File: src/rtl/muldiv_pkg.sv
// Shared types for the iterative multiply/divide unit: op encodings, FSM states, op decode.
package muldiv_pkg;

  typedef enum logic [1:0] {
    MULT  = 2'b00,
    MULTU = 2'b01,
    DIV   = 2'b10,
    DIVU  = 2'b11
  } op_e;

  typedef enum logic [1:0] {
    IDLE = 2'b00,
    RUN  = 2'b01,
    FIX  = 2'b10
  } state_e;

  function automatic logic is_signed(input op_e op);
    return (op == MULT) || (op == DIV);
  endfunction

  function automatic logic is_div(input op_e op);
    return (op == DIV) || (op == DIVU);
  endfunction

endpackage

File: src/rtl/muldiv_sign_fix.sv
// Combinational sign correction of the unsigned magnitude results produced by the iteration.
module muldiv_sign_fix
  import muldiv_pkg::*;
#(
  parameter int WIDTH = 32
) (
  input  op_e              op_i,
  input  logic             neg_a_i,
  input  logic             neg_b_i,
  input  logic             b_zero_i,
  input  logic [WIDTH-1:0] raw_hi_i,
  input  logic [WIDTH-1:0] raw_lo_i,
  output logic [WIDTH-1:0] hi_o,
  output logic [WIDTH-1:0] lo_o
);

  logic [2*WIDTH-1:0] prod_neg;

  always_comb begin
    prod_neg = -{raw_hi_i, raw_lo_i};
    hi_o     = raw_hi_i;
    lo_o     = raw_lo_i;
    if (is_div(op_i)) begin
      // Remainder follows the dividend; a zero divisor keeps the all-ones quotient.
      if (neg_a_i) hi_o = -raw_hi_i;
      if ((neg_a_i ^ neg_b_i) && !b_zero_i) lo_o = -raw_lo_i;
    end else if (neg_a_i ^ neg_b_i) begin
      hi_o = prod_neg[2*WIDTH-1:WIDTH];
      lo_o = prod_neg[WIDTH-1:0];
    end
  end

endmodule

File: src/rtl/muldiv_unit.sv
// Iterative multiply/divide unit with HI/LO registers, one result bit per cycle.
// Define MULDIV_EARLY_TERM_EN to end multiplies once the remaining multiplier is zero.
module muldiv_unit
  import muldiv_pkg::*;
#(
  parameter  int WIDTH = 32,
  localparam int CNT_W = $clog2(WIDTH + 1)
) (
  input  logic             clk_i,
  input  logic             rst_i,
  input  logic             start_i,
  input  logic [1:0]       op_i,
  input  logic [WIDTH-1:0] a_i,
  input  logic [WIDTH-1:0] b_i,
  input  logic             abort_i,
  input  logic             hi_we_i,
  input  logic             lo_we_i,
  input  logic [WIDTH-1:0] wdata_i,
  output logic             busy_o,
  output logic             done_o,
  output logic [WIDTH-1:0] hi_o,
  output logic [WIDTH-1:0] lo_o
);

  // Handshake: start_i is taken only in IDLE with abort_i low; busy_o then stays high through
  // RUN and FIX, and done_o pulses for one cycle with hi_o/lo_o already holding the result.

  state_e             state_q, state_d;
  op_e                op_q, op_d;
  logic               neg_a_q, neg_a_d;
  logic               neg_b_q, neg_b_d;
  logic [CNT_W-1:0]   cnt_q, cnt_d;
  logic [2*WIDTH-1:0] acc_q, acc_d;
  logic [2*WIDTH-1:0] opd_q, opd_d;
  logic [WIDTH-1:0]   mpl_q, mpl_d;
  logic [WIDTH-1:0]   hi_q, hi_d;
  logic [WIDTH-1:0]   lo_q, lo_d;
  logic               done_q, done_d;

  op_e                op_in;
  logic               a_neg, b_neg, b_zero, div_ge, run_last;
  logic [WIDTH-1:0]   a_abs, b_abs, rem_new, fix_hi, fix_lo;
  logic [2*WIDTH-1:0] mul_acc;
  logic [WIDTH:0]     rem_sh;

  assign op_in   = op_e'(op_i);
  assign a_neg   = is_signed(op_in) && a_i[WIDTH-1];
  assign b_neg   = is_signed(op_in) && b_i[WIDTH-1];
  assign a_abs   = a_neg ? -a_i : a_i;
  assign b_abs   = b_neg ? -b_i : b_i;
  assign b_zero  = (opd_q[WIDTH-1:0] == '0);

  // Multiply: accumulate a left-shifting multiplicand while the multiplier shifts right.
  assign mul_acc = acc_q + (mpl_q[0] ? opd_q : '0);

  // Divide: acc holds {remainder, dividend->quotient}; restoring trial subtract per step.
  assign rem_sh  = acc_q[2*WIDTH-1:WIDTH-1];
  assign div_ge  = (rem_sh >= {1'b0, opd_q[WIDTH-1:0]});
  assign rem_new = div_ge ? WIDTH'(rem_sh - {1'b0, opd_q[WIDTH-1:0]}) : rem_sh[WIDTH-1:0];

`ifdef MULDIV_EARLY_TERM_EN
  assign run_last = (cnt_q == CNT_W'(1)) || (!is_div(op_q) && ((mpl_q >> 1) == '0));
`else
  assign run_last = (cnt_q == CNT_W'(1));
`endif

  muldiv_sign_fix #(.WIDTH(WIDTH)) u_sign_fix (
    .op_i     (op_q),
    .neg_a_i  (neg_a_q),
    .neg_b_i  (neg_b_q),
    .b_zero_i (b_zero),
    .raw_hi_i (acc_q[2*WIDTH-1:WIDTH]),
    .raw_lo_i (acc_q[WIDTH-1:0]),
    .hi_o     (fix_hi),
    .lo_o     (fix_lo)
  );

  always_comb begin
    state_d = state_q;
    op_d    = op_q;
    neg_a_d = neg_a_q;
    neg_b_d = neg_b_q;
    cnt_d   = cnt_q;
    acc_d   = acc_q;
    opd_d   = opd_q;
    mpl_d   = mpl_q;
    hi_d    = hi_q;
    lo_d    = lo_q;
    done_d  = 1'b0;
    case (state_q)
      IDLE: begin
        if (hi_we_i) hi_d = wdata_i;
        if (lo_we_i) lo_d = wdata_i;
        if (start_i && !abort_i) begin
          state_d = RUN;
          op_d    = op_in;
          neg_a_d = a_neg;
          neg_b_d = b_neg;
          cnt_d   = CNT_W'(WIDTH);
          if (is_div(op_in)) begin
            acc_d = {{WIDTH{1'b0}}, a_abs};
            opd_d = {{WIDTH{1'b0}}, b_abs};
            mpl_d = '0;
          end else begin
            acc_d = '0;
            opd_d = {{WIDTH{1'b0}}, a_abs};
            mpl_d = b_abs;
          end
        end
      end
      RUN: begin
        if (abort_i) begin
          state_d = IDLE;
        end else begin
          cnt_d = cnt_q - CNT_W'(1);
          if (is_div(op_q)) begin
            acc_d = {rem_new, acc_q[WIDTH-2:0], div_ge};
          end else begin
            acc_d = mul_acc;
            opd_d = opd_q << 1;
            mpl_d = mpl_q >> 1;
          end
          if (run_last) state_d = FIX;
        end
      end
      FIX: begin
        state_d = IDLE;
        if (!abort_i) begin
          hi_d   = fix_hi;
          lo_d   = fix_lo;
          done_d = 1'b1;
        end
      end
      default: state_d = IDLE;
    endcase
  end

  always_ff @(posedge clk_i or posedge rst_i) begin
    if (rst_i) begin
      state_q <= IDLE;
      op_q    <= MULT;
      neg_a_q <= 1'b0;
      neg_b_q <= 1'b0;
      cnt_q   <= '0;
      acc_q   <= '0;
      opd_q   <= '0;
      mpl_q   <= '0;
      hi_q    <= '0;
      lo_q    <= '0;
      done_q  <= 1'b0;
    end else begin
      state_q <= state_d;
      op_q    <= op_d;
      neg_a_q <= neg_a_d;
      neg_b_q <= neg_b_d;
      cnt_q   <= cnt_d;
      acc_q   <= acc_d;
      opd_q   <= opd_d;
      mpl_q   <= mpl_d;
      hi_q    <= hi_d;
      lo_q    <= lo_d;
      done_q  <= done_d;
    end
  end

  assign busy_o = (state_q != IDLE);
  assign done_o = done_q;
  assign hi_o   = hi_q;
  assign lo_o   = lo_q;

endmodule

File: config.mk
export PLATFORM = sky130hd
export DESIGN_NAME = muldiv_unit
export DESIGN_NICKNAME = d
export VERILOG_FILES = /design/src/rtl/muldiv_pkg.sv /design/src/rtl/muldiv_sign_fix.sv /design/src/rtl/muldiv_unit.sv
export SDC_FILE = /design/constraint.sdc
export NUM_CORES = 1
export LEC_CHECK = 0
export CAP_MARGIN = 20
export CORE_UTILIZATION = 53
export DETAILED_ROUTE_END_ITERATION = 8
export PLACE_DENSITY = 0.74
export SYNTH_ARGS = -nofsm -noshare
export SYNTH_HDL_FRONTEND = slang
export SYNTH_HIERARCHICAL = 1
export SYNTH_SLANG_ARGS = --single-unit
File: constraint.sdc
create_clock -name clk_i -period 11.08 [get_ports clk_i]
set_clock_uncertainty 0.05 [all_clocks]
set_input_delay 3.324 -clock clk_i [delete_from_list [all_inputs] [get_ports clk_i]]
set_output_delay 3.324 -clock clk_i [all_outputs]
set_load 0.03 [all_outputs]
# == Word-level counts from Yosys, hierarchy flattened ==
# Cells that the tools add are included.
# word_totals
elab_cells,96
register_bits,237
output_inout_bits,66
input_bits,104
# classes
reduce_logical,21
addsub,8
n_lt_le_gt_ge,1
mux,40
n_eq_ne,14
bitwise_logic,1
# op_table
operator,count
32-bit two-way mux,19
64-bit two-way mux,7
64-bit one-hot mux with 2 select lines,2
32-bit one-hot mux with 2 select lines,3
32-bit negation,4
64-bit adder,1
64-bit negation,1
33-bit by 32-bit >= comparator with 1-bit output,1
32-bit logical NOT,1
32-bit subtractor,1
6-bit two-way mux,2
2-bit inequality test (second input constant),6
6-bit one-hot mux with 2 select lines,1
2-bit == test (second input constant),5
3-bit AND reduction,3
6-bit by 1-bit == test with 1-bit output (second input constant),1
2-bit two-way mux,3
2-bit nonzero test,3
6-bit by 1-bit subtractor with 6-bit output (second input constant),1
1-bit logical AND,4
2-bit logical NOT,2
2-bit one-hot mux with 2 select lines,1
2-bit AND reduction,2
4-bit AND reduction,1
other kinds (6),10

# == Logic depth before layout (Yosys ltp) ==
# Gate-level depths: netlist (run 1).
# depth
word_depth,7
depth_mapped,16
depth_no_buf,15

# == Cells and area by module ==
# Netlist (run 1), hierarchy kept.
# modules_own_cells
module,seq_area_each_um2,instances,cells_per_inst,area_each_um2
muldiv_unit,5930.7,1,2335,18336.3
muldiv_sign_fix,0.0,1,314,1996.9

# == Least setup slack after synthesis (run 1) ==
# OpenSTA, ideal clock, no wires.
# synth_path
kind,input port to flip-flop
start,in b_i[15]
end,reg opd_q[29]
required_ns,10.905
n_path_buf,0
cell_stages,10
setup_slack_ns,5.373
t_arrival_ns,5.532
setup_time_ns,0.125
path_cell_list,or4_4 -> or3_4 -> nor3_4 -> nand2_2 -> or3_4 -> o31ai_4 -> xnor2_1 -> mux2i_1 -> a21oi_1 -> mux2_2
# synth_via
elab_chain_cells,5
# synth_rtl
item,line_no,text
start: declaration,muldiv_unit.sv:14,"input logic [WIDTH-1:0] b_i,"
32-bit negation,muldiv_unit.sv:50,assign b_abs = b_neg ? -b_i : b_i;
32-bit two-way mux,muldiv_unit.sv:50,
32-bit two-way mux,muldiv_unit.sv:100,if (is_div(op_in)) begin
64-bit two-way mux,muldiv_unit.sv:94,if (start_i && !abort_i) begin
64-bit one-hot mux with 2 select lines,muldiv_unit.sv:90,case (state_q)
end signal: assignment,muldiv_unit.sv:158,opd_q <= opd_d;
end: declaration,muldiv_unit.sv:34,"logic [2*WIDTH-1:0] opd_q, opd_d;"
# Every way passes these cells. The select of a mux whose other input is x is not followed.
# A chain may end at the register's enable or synchronous reset.

# == Worst setup path after layout (run 1) ==
# layout_path
start,in a_i[3]
end,reg opd_q[25]
# layout_via
elab_chain_cells,5
# layout_rtl
item,line_no,text
start: declaration,muldiv_unit.sv:13,"input logic [WIDTH-1:0] a_i,"
32-bit negation,muldiv_unit.sv:49,assign a_abs = a_neg ? -a_i : a_i;
32-bit two-way mux,muldiv_unit.sv:49,
32-bit two-way mux,muldiv_unit.sv:100,
64-bit two-way mux,muldiv_unit.sv:94,
64-bit one-hot mux with 2 select lines,muldiv_unit.sv:90,
# Every way passes these cells. The select of a mux whose other input is x is not followed.

==> results.py, run 1 <==
metrics = {
    "floorplan": {
        "die-area_mm2": 0.03908,
        "io_pins": 170,
        "initial_core_util_pct": 53.89,
        "die_h_um": 197.7,
        "die_x_um": 197.7,
        "rows": 71,
        "core_mm2": 0.03767,
    },
    "global_route": {
        "grt_max_degree": 133,
        "antenna_found_initial": 0,
        "grt.overflow.total": 0,
        "grt_first_pass_wirelength_mm": 111.0,
        "grt_pass1_vias": 18749,
        "grt_util_all_layers_pct": 36.95,
    },
    "min_path": {
        "holdCritStartpoint": "mpl_q[24]$_DFFE_PP0P_",
        "hold_path_class": "reg -> reg",
    },
    "synthesis": {
        "syn_inst": 2645,
        "yosysWarningCount": 6,
        "syn_nets": 2852,
        "postSynthAreaPerCell_um2": 7.674,
        "netlist_area_mm2": 0.02030,
    },
    "clock_network": {
        "cts_tree": "done",
        "clockRootBuffer": "clkbuf_16",
        "hold_buffers": 0,
        "postCtsResizedCells": 0,
        "numCtsBuffers": 29,
        "postCtsSetupBuffers": 0,
        "clk_pin_slew_ns": 0.06,
        "clockBufferDepth": 3,
        "h-tree-depth": 1,
        "insertion_delay_ns": 0.61,
        "cts_sinks": 236,
    },
    "timing": {
        "final-hold-violation-count": 0,
        "timing.fmax_ghz": 0.1641,
        "rsz0062_at_grt": "no",
        "fin_crit_ns": 6.093,
        "tightest_slew_ns": 1.133,
        "min_period_over_period_pct": 54.99,
        "setup_viol": 0,
        "maxSlewViolCount": 0,
        "tns_ns": 0,
        "max_slew_margin_pct": 23.80,
    },
    "critical_path": {
        "crit_arrival_ns": 6.59,
        "startpoint_type": "input pin",
        "critPathLaunch": "a_i[3]",
        "r2r-start": "mpl_q[0]$_DFFE_PP0P_",
        "worst-setup-path-type": "in -> reg",
        "critical_path.endpoint_type": "register",
        "cp_max_fo": 5,
        "required_ns": 11.57,
    },
    "detailed_routing": {
        "drc_errors": 0,
        "wire_per_inst_um": 22.68,
        "viasPerCell": 6.378,
        "vias": 20670,
        "antenna_left": 0,
        "drt_iter0_drc": 2350,
        "dr.pass1.iters": 5,
        "wl_mm": 73.52,
    },
    "power_and_ir_drop": {
        "total_power_mw": 6.093,
        "pwr-share-comb_pct": 57.2,
        "p_switching_mw": 3.078,
        "peakVddDrop_mv": 0.1386,
        "powerDensity_mw_per_mm2": 261.9,
        "clkPwrFrac_pct": 16.4,
        "internal_power_mw": 3.015,
        "p_sw_share_pct": 50.52,
        "leakagePower_nw": 10.00,
        "p_seq_share_pct": 26.4,
    },
    "placed_design": {
        "port_buffers": 169,
        "place_hpwl_mm": 56.01,
        "gp_congestion": 1.019,
        "dpl.cell_count": 3187,
    },
    "final_layout": {
        "area_growth_pct": 14.63,
        "diodes": 0,
        "nets": 2915,
        "stdcell_count": 3241,
        "drive_above_1_share_pct": 4.725,
    },
    "run": {
        "drv_cap": 0,
    },
    "status": {
        "outcome": "finished clean",
    },
}
-- registers in the layout, indices dropped and copies added (netlist names) --
name	flops
state_q	2
acc_q	64
hi_o	32
neg_a_q	1
lo_o	32
cnt_q	6
mpl_q	32
done_o	1
neg_b_q	1
op_q	1
opd_q	64
-- stage by stage --
stage               cell area, um2  util, %  hold slack, ns  setup slack (ns)
floorplan                    20300        -          0.3936             1.231
global placement             22260    59.10          0.4106             4.392
detailed placement           22260    59.10          0.4187             4.342
CTS                          23240    61.70          0.4324             4.949
global route                 23270    61.77          0.4490             4.772
finish                       23270    61.77          0.4285             4.987
-- layer usage --
metal,vias to the layer above,global-route usage [%],part of all wire (%)
li1,9628,-,-
met1,9797,53.73,44
met2,1092,54.63,42
met3,153,5.638,9.7
met4,0,14.70,4.1
met5,-,0,0
-- power groups by stage --
| stage | logic, mW | registers (mW) | clock network (mW) |
|---|---|---|---|
| 6_report | 3.48 | 1.61 | 1.00 |
| 5_1_grt | 3.77 | 1.64 | 1.03 |
| 4_1_cts | 3.41 | 1.58 | 1.00 |
| 3_5_place_dp | 3.38 | 1.60 | 0 |
| 3_3_place_gp | 3.34 | 1.59 | 0 |
| 2_1_floorplan | 2.38 | 1.49 | 0 |
-- area by class of cell --
type                            instances  area, um2
Clock buffer                           39      803.3
Clock inverter                         14      177.7
Fill cell                            3433      14400
Inverter                               90      345.3
Multi-Input combinational cell       2154      13470
Sequential cell                       236       5908
Tap cell                              511      639.4
Timing Repair Buffer                  197       1922
-- worst max-delay path: stages --
cell and delay, ns:
clkdlybuf4s50_1 0.48, nor4_1 0.48, nand3b_1 0.24, nor3_1 0.52, nand2_1 0.27, nor2_1 0.26, a21oi_1 0.12, xor2_1 0.45
mux2i_1 0.14, a21oi_1 0.16, mux2_2 0.15
-- placed cells by master (no fill, tap or decap), types with 36 or more instances in the layout --
| cell type | n |
|---|---|
| nand2_1 | 335 |
| o21ai_0 | 298 |
| a21oi_1 | 240 |
| dfrtp_1 | 234 |
| nor2_1 | 216 |
| clkdlybuf4s50_1 | 169 |
| xnor2_1 | 111 |
| ha_1 | 101 |
| xor2_1 | 94 |
| inv_1 | 89 |
| and2_1 | 70 |
| nor3_1 | 56 |
| nor2b_1 | 49 |
| a22oi_1 | 45 |
| mux2i_1 | 45 |
| nor4_1 | 41 |
| a21o_1 | 40 |
| nand4_1 | 36 |
-- worst paths after layout --
path	endpoint	slack, ns	cells past startpoint
max	opd_q[25]$_DFFE_PP0P_	4.99	11
max in group asynchronous	mpl_q[0]$_DFFE_PP0P_	6.38	3
min in group asynchronous	acc_q[8]$_DFFE_PP0P_	3.18	2
max reg2reg	acc_q[47]$_DFFE_PP0P_	6.35	14
min reg2reg	mpl_q[24]$_DFFE_PP0P_	0.43	2
min	mpl_q[24]$_DFFE_PP0P_	0.43	2
Power figures use the tool's default switching activity.
==> run 2, diff against run 1 <==
==> constraint.sdc (replaced) <==
create_clock -name clk_i -period 6.2 [get_ports clk_i]
set_clock_uncertainty 0.05 [all_clocks]
set_input_delay 1.86 -clock clk_i [delete_from_list [all_inputs] [get_ports clk_i]]
set_output_delay 1.86 -clock clk_i [all_outputs]
set_load 0.03 [all_outputs]
==> results.py, run 2 (synthesis gave the netlist of run 1 again) <==
metrics = {
    "final_layout": {
        "diodes": 0,
        "area_growth_pct": 14.93,
        "top_regs": "acc_q x64, opd_q x64",
        "nFillCells": 3440,
        "final_cell_mix": "nand2_1 (335), o21ai_0 (298), a21oi_1 (240)",
        "nets": 2928,
        "drive_above_1_share_pct": 5.150,
        "stdcell_count": 3249,
        "layout_commonest_cell": "nand2_1",
    },
    "power_and_ir_drop": {
        "peakVddDrop_mv": 0.2615,
        "powerDensity_mw_per_mm2": 468.2,
        "total_power_mw": 10.92,
        "leakagePower_nw": 10.05,
    },
    "floorplan": {
        "die-area_mm2": 0.03908,
        "die_h_um": 197.7,
        "rows": 71,
        "core_mm2": 0.03767,
        "io_pins": 170,
        "initial_core_util_pct": 53.89,
        "die_x_um": 197.7,
    },
    "critical_path": {
        "ff2ff_path_depth": 14,
        "cp_max_fo": 48,
        "r2r-start": "mpl_q[0]$_DFFE_PP0P_",
        "required_ns": 6.58,
        "regToRegSetupSlack_ns": 1.30,
        "crit_arrival_ns": 5.28,
        "crit_end": "acc_q[60]$_DFFE_PP0P_",
        "startpoint_type": "register",
        "critical_path.endpoint_type": "register",
        "worst-setup-path-type": "reg -> reg",
        "r2r_end": "acc_q[60]$_DFFE_PP0P_",
        "critPathLaunch": "mpl_q[0]$_DFFE_PP0P_",
    },
    "placed_design": {
        "place_ws_ns": 1.138,
        "port_buffers": 169,
        "place_hpwl_mm": 55.53,
        "dpl.cell_count": 3200,
        "gp_congestion": 1.036,
    },
    "clock_network": {
        "clockBufferDepth": 3,
        "h-tree-depth": 1,
        "insertion_delay_ns": 0.58,
        "clockRootBuffer": "clkbuf_16",
        "hold_buffers": 0,
        "clk_pin_slew_ns": 0.07,
        "numCtsBuffers": 29,
        "postCtsSetupBuffers": 0,
        "postCtsResizedCells": 0,
        "cts_sinks": 236,
        "cts_tree": "done",
    },
    "timing": {
        "fin_crit_ns": 4.901,
        "setup_ws_ns": 1.299,
        "hold_ws_ns": 0.4265,
        "rsz0062_at_grt": "no",
        "setup_viol": 0,
        "maxSlewViolCount": 0,
        "final-hold-violation-count": 0,
        "min_period_over_period_pct": 79.04,
        "tightest_slew_ns": 1.184,
        "max_slew_margin_pct": 20.56,
        "timing.fmax_ghz": 0.2040,
        "tns_ns": 0,
    },
    "detailed_routing": {
        "drc_errors": 0,
        "dr.pass1.iters": 5,
        "drt_iter0_drc": 2003,
        "antenna_left": 0,
        "wire_per_inst_um": 22.48,
        "viasPerCell": 6.341,
        "vias": 20601,
        "wl_mm": 73.05,
    },
    "global_route": {
        "grt_util_all_layers_pct": 37.05,
        "grt_first_pass_wirelength_mm": 111.2,
        "grt.overflow.total": 0,
        "antenna_found_initial": 2,
        "grt_pass1_vias": 19037,
        "grt_max_degree": 164,
    },
    "run": {
        "drv_cap": 0,
    },
    "status": {
        "outcome": "finished clean",
    },
    "min_path": {
        "hold_depth": 2,
        "hold_path_class": "reg -> reg",
        "holdCritStartpoint": "hi_o[26]$_DFFE_PP0P_",
    },
}
-- run 2: critical path, stage by stage, from the launching register on --
cell and delay (ns):
dfrtp_2 0.53, buf_4 0.44, and2_1 0.20, ha_1 0.32, a21o_1 0.24, a21o_1 0.17
a21oi_1 0.54, inv_1 0.13, a311oi_2 0.64, o31ai_1 0.27, a41oi_2 0.40, o31ai_4 0.17
a221oi_2 0.29, xor2_1 0.18, o221ai_1 0.14
-- run 2: worst min-delay path by stage --
stage                                  to
floorplan           mpl_q[31]$_DFFE_PP0P_
global placement     hi_o[31]$_DFFE_PP0P_
detailed placement  mpl_q[31]$_DFFE_PP0P_
CTS                 mpl_q[31]$_DFFE_PP0P_
global route         hi_o[31]$_DFFE_PP0P_
finish               hi_o[26]$_DFFE_PP0P_
-- run 2: cell type report --
cell class / instances / area, um2 / area share (%)
inverter: 90 / 341.6 / 1.464
clock buffer: 37 / 805.8 / 3.454
sequential: 236 / 5908 / 25.33
timing repair buffer: 210 / 2022 / 8.668
tap: 511 / 639.4 / 2.741
multi-input combinational: 2154 / 13470 / 57.76
clock inverter: 11 / 136.4 / 0.5846
-- run 2: where the power goes --
group | internal, mW | switching (mW)
combinational | 2.38 | 3.93
clock | 1.03 | 0.714
sequential | 2.00 | 0.881
-- run 2: per-stage QoR --
stage | cell area [um2] | util, %
global placement | 22370 | 59.40
CTS | 23320 | 61.92
detailed placement | 22380 | 59.42
floorplan | 20300 | -
global route | 23330 | 61.93
finish | 23330 | 61.93
-- run 2: layer usage --
metal	share of wire [%]	wire length, um	global-route usage, %
met1	42	31040	50.87
met2	42	31040	55.96
met5	0	0	0
met3	11	7732	8.772
met4	4.4	3243	14.87
==> run 3, diff against run 2 <==
--- a/config.mk
+++ b/config.mk
@@ -8,7 +8,7 @@
 export CAP_MARGIN = 20
 export CORE_UTILIZATION = 53
 export DETAILED_ROUTE_END_ITERATION = 8
-export PLACE_DENSITY = 0.74
+export PLACE_DENSITY = 0.77
 export SYNTH_ARGS = -nofsm -noshare
 export SYNTH_HDL_FRONTEND = slang
 export SYNTH_HIERARCHICAL = 1
==> constraint.sdc (replaced) <==
create_clock -name clk_i -period 4.35 [get_ports clk_i]
set_clock_uncertainty 0.05 [all_clocks]
set_input_delay 1.305 -clock clk_i [delete_from_list [all_inputs] [get_ports clk_i]]
set_output_delay 1.305 -clock clk_i [all_outputs]
set_load 0.03 [all_outputs]
==> results.py, run 3 (synthesis gave the netlist of run 1 again) <==
metrics = {
    "min_path": {
        "min_to": "lo_o[12]$_DFFE_PP0P_",
        "hold_path_class": "reg -> reg",
        "hold_depth": 2,
        "holdCritStartpoint": "lo_o[12]$_DFFE_PP0P_",
    },
    "placed_design": {
        "dpl.cell_count": 3308,
        "port_buffers": 169,
        "place_hpwl_mm": 59.29,
        "gp_congestion": 1.050,
    },
    "timing": {
        "min_period_over_period_pct": 97.16,
        "maxSlewViolCount": 0,
        "fin_crit_ns": 4.226,
        "max_slew_margin_pct": 30.95,
        "final-hold-violation-count": 0,
        "rsz0062_at_grt": "no",
        "setup_viol": 0,
        "timing.fmax_ghz": 0.2366,
        "hold_ws_ns": 0.4264,
        "tightest_slew_ns": 1.026,
    },
    "critical_path": {
        "r2r_end": "acc_q[62]$_DFFE_PP0P_",
        "ff2ff_path_depth": 18,
        "path_cells": "and2_1 > ha_1 > fa_1 > a211oi_1 > buf_4 > o21ai_1 > a211oi_1 > buf_4 > o21ai_1 > buf_4 > a211oi_2 > buf_4 > o221ai_1 > a31oi_2 > o21ai_1 > xnor2_1 > nand2_1 > a32o_1",
        "cpMostUsedCell": "buf_4",
        "max_stage_delay_ns": 0.43,
        "crit_family": "compound AO/OA/AOI/OAI gates",
        "startpoint_type": "register",
        "cp_max_fo": 5,
        "r2r-start": "mpl_q[0]$_DFFE_PP0P_",
        "crit_slowest_cell": "dfrtp_1",
        "cp_num_buf_inv": 4,
        "crit_arrival_ns": 4.62,
        "regToRegSetupSlack_ns": 0.12,
        "critical_path.endpoint_type": "register",
        "worst-setup-path-type": "reg -> reg",
        "required_ns": 4.74,
    },
    "power_and_ir_drop": {
        "p_seq_share_pct": 23.1,
        "pwr-share-comb_pct": 60.5,
        "internal_power_mw": 8.331,
        "peakVddDrop_mv": 0.4568,
        "p_sw_share_pct": 49.25,
        "p_switching_mw": 8.085,
        "leakagePower_nw": 10.67,
        "powerDensity_mw_per_mm2": 673.8,
        "clkPwrFrac_pct": 16.4,
    },
    "global_route": {
        "grt_max_degree": 122,
        "grt_util_all_layers_pct": 38.60,
        "antenna_found_initial": 0,
        "grt.overflow.total": 0,
        "grt_pass1_vias": 19715,
        "grt_first_pass_wirelength_mm": 116.3,
    },
    "detailed_routing": {
        "wire_per_inst_um": 22.55,
        "antenna_left": 0,
        "drc_errors": 0,
        "wl_mm": 75.83,
        "dr.pass1.iters": 6,
        "viasPerCell": 6.346,
        "drt_iter0_drc": 2277,
        "vias": 21341,
    },
    "floorplan": {
        "rows": 71,
        "die_x_um": 197.7,
        "io_pins": 170,
        "initial_core_util_pct": 53.89,
        "die-area_mm2": 0.03908,
        "die_h_um": 197.7,
        "core_mm2": 0.03767,
    },
    "clock_network": {
        "numCtsBuffers": 29,
        "insertion_delay_ns": 0.57,
        "cts_tree": "done",
        "cts_sinks": 236,
        "hold_buffers": 0,
        "clk_pin_slew_ns": 0.06,
        "postCtsSetupBuffers": 0,
        "h-tree-depth": 1,
        "clockBufferDepth": 3,
        "clockRootBuffer": "clkbuf_16",
    },
    "final_layout": {
        "top_regs": "acc_q x64, opd_q x64",
        "area_growth_pct": 20.02,
        "stdcell_count": 3363,
        "nets": 3036,
        "final_cell_mix": "nand2_1 (335), o21ai_0 (298), a21oi_1 (240)",
        "layout_commonest_cell": "nand2_1",
        "final_util_pct": 64.68,
        "drive_above_1_share_pct": 8.909,
    },
    "status": {
        "outcome": "finished clean",
    },
    "run": {
        "drv_cap": 0,
    },
}
[run 3: cell count changes in the layout (fill, tap and decap cells not counted), sizes merged]
cell / previous run / this run
clkinv: 6 / 3
buf: 41 / 149
clkinvlp: 2 / 4
bufinv: 3 / 5
diode: 0 / 1
clkbuf: 37 / 41
[run 3: final cells by class]
type | instances | area (um2)
multi-input cells | 2154 | 13480
well taps | 511 | 639.4
fillers | 3304 | 13310
repair buffers | 318 | 2923
clock buffers | 41 | 870.8
clock inverters | 12 | 200.2
inverters | 90 | 341.6
flip-flops and latches | 236 | 5907
diodes | 1 | 2.502
[run 3: routing by layer]
layer | vias to the layer above | share of wire [%] | GRT usage [%]
met5 | - | 0 | 0
met4 | 0 | 4.1 | 14.79
met3 | 144 | 9.5 | 5.655
met2 | 1163 | 42 | 57.16
met1 | 10170 | 44 | 56.38
li1 | 9864 | - | -
[run 3: worst register-to-register path, cell delays in order, from the launching register on]
cell and delay, ns:
dfrtp_1 0.43, and2_1 0.17, ha_1 0.20, fa_1 0.41, a211oi_1 0.25, buf_4 0.16
o21ai_1 0.08, a211oi_1 0.31, buf_4 0.17, o21ai_1 0.06, buf_4 0.18, a211oi_2 0.25
buf_4 0.17, o221ai_1 0.19, a31oi_2 0.32, o21ai_1 0.18, xnor2_1 0.17, nand2_1 0.07
a32o_1 0.29
[run 3: repair_timing]
item | in CTS | in global routing
setup endpoints to repair | 0 | 3
hold endpoints to repair | 0 | 0
resized for setup | 0 | 1
[run 3: power by group through the flow]
stage               combinational [mW]  clock, mW  sequential [mW]
detailed placement                9.61          0             3.78
global placement                  9.54          0             3.75
finish                            9.93       2.69             3.79
global route                      10.7       2.80             3.85
CTS                               9.68       2.71             3.74
floorplan                         6.06          0             3.80
[run 3: how the worst max path moves through the flow]
stage                               from               endpoint  slack (ns)  cells past startpoint
global route        mpl_q[0]$_DFFE_PP0P_  acc_q[62]$_DFFE_PP0P_       0.009                     18
detailed placement               b_i[15]  opd_q[29]$_DFFE_PP0P_        0.02                     11
CTS                 mpl_q[0]$_DFFE_PP0P_  acc_q[63]$_DFFE_PP0P_        0.17                     15
floorplan                          rst_i   acc_q[0]$_DFFE_PP0P_        -0.1                      1
global placement                 b_i[15]  opd_q[29]$_DFFE_PP0P_        0.08                     11
finish              mpl_q[0]$_DFFE_PP0P_  acc_q[62]$_DFFE_PP0P_        0.12                     18
[run 3: per-stage QoR]
step	setup TNS (ns)	cell area [um2]	power (mW)	setup WS, ns
6_report	0	24360	16.42	0.1235
5_1_grt	0	24360	17.34	0.009332
4_1_cts	0	24350	16.14	0.1651
3_5_place_dp	0	23270	13.39	0.02465
3_3_place_gp	0	23270	13.29	0.07893
2_1_floorplan	-22.86	20300	9.851	-0.09688
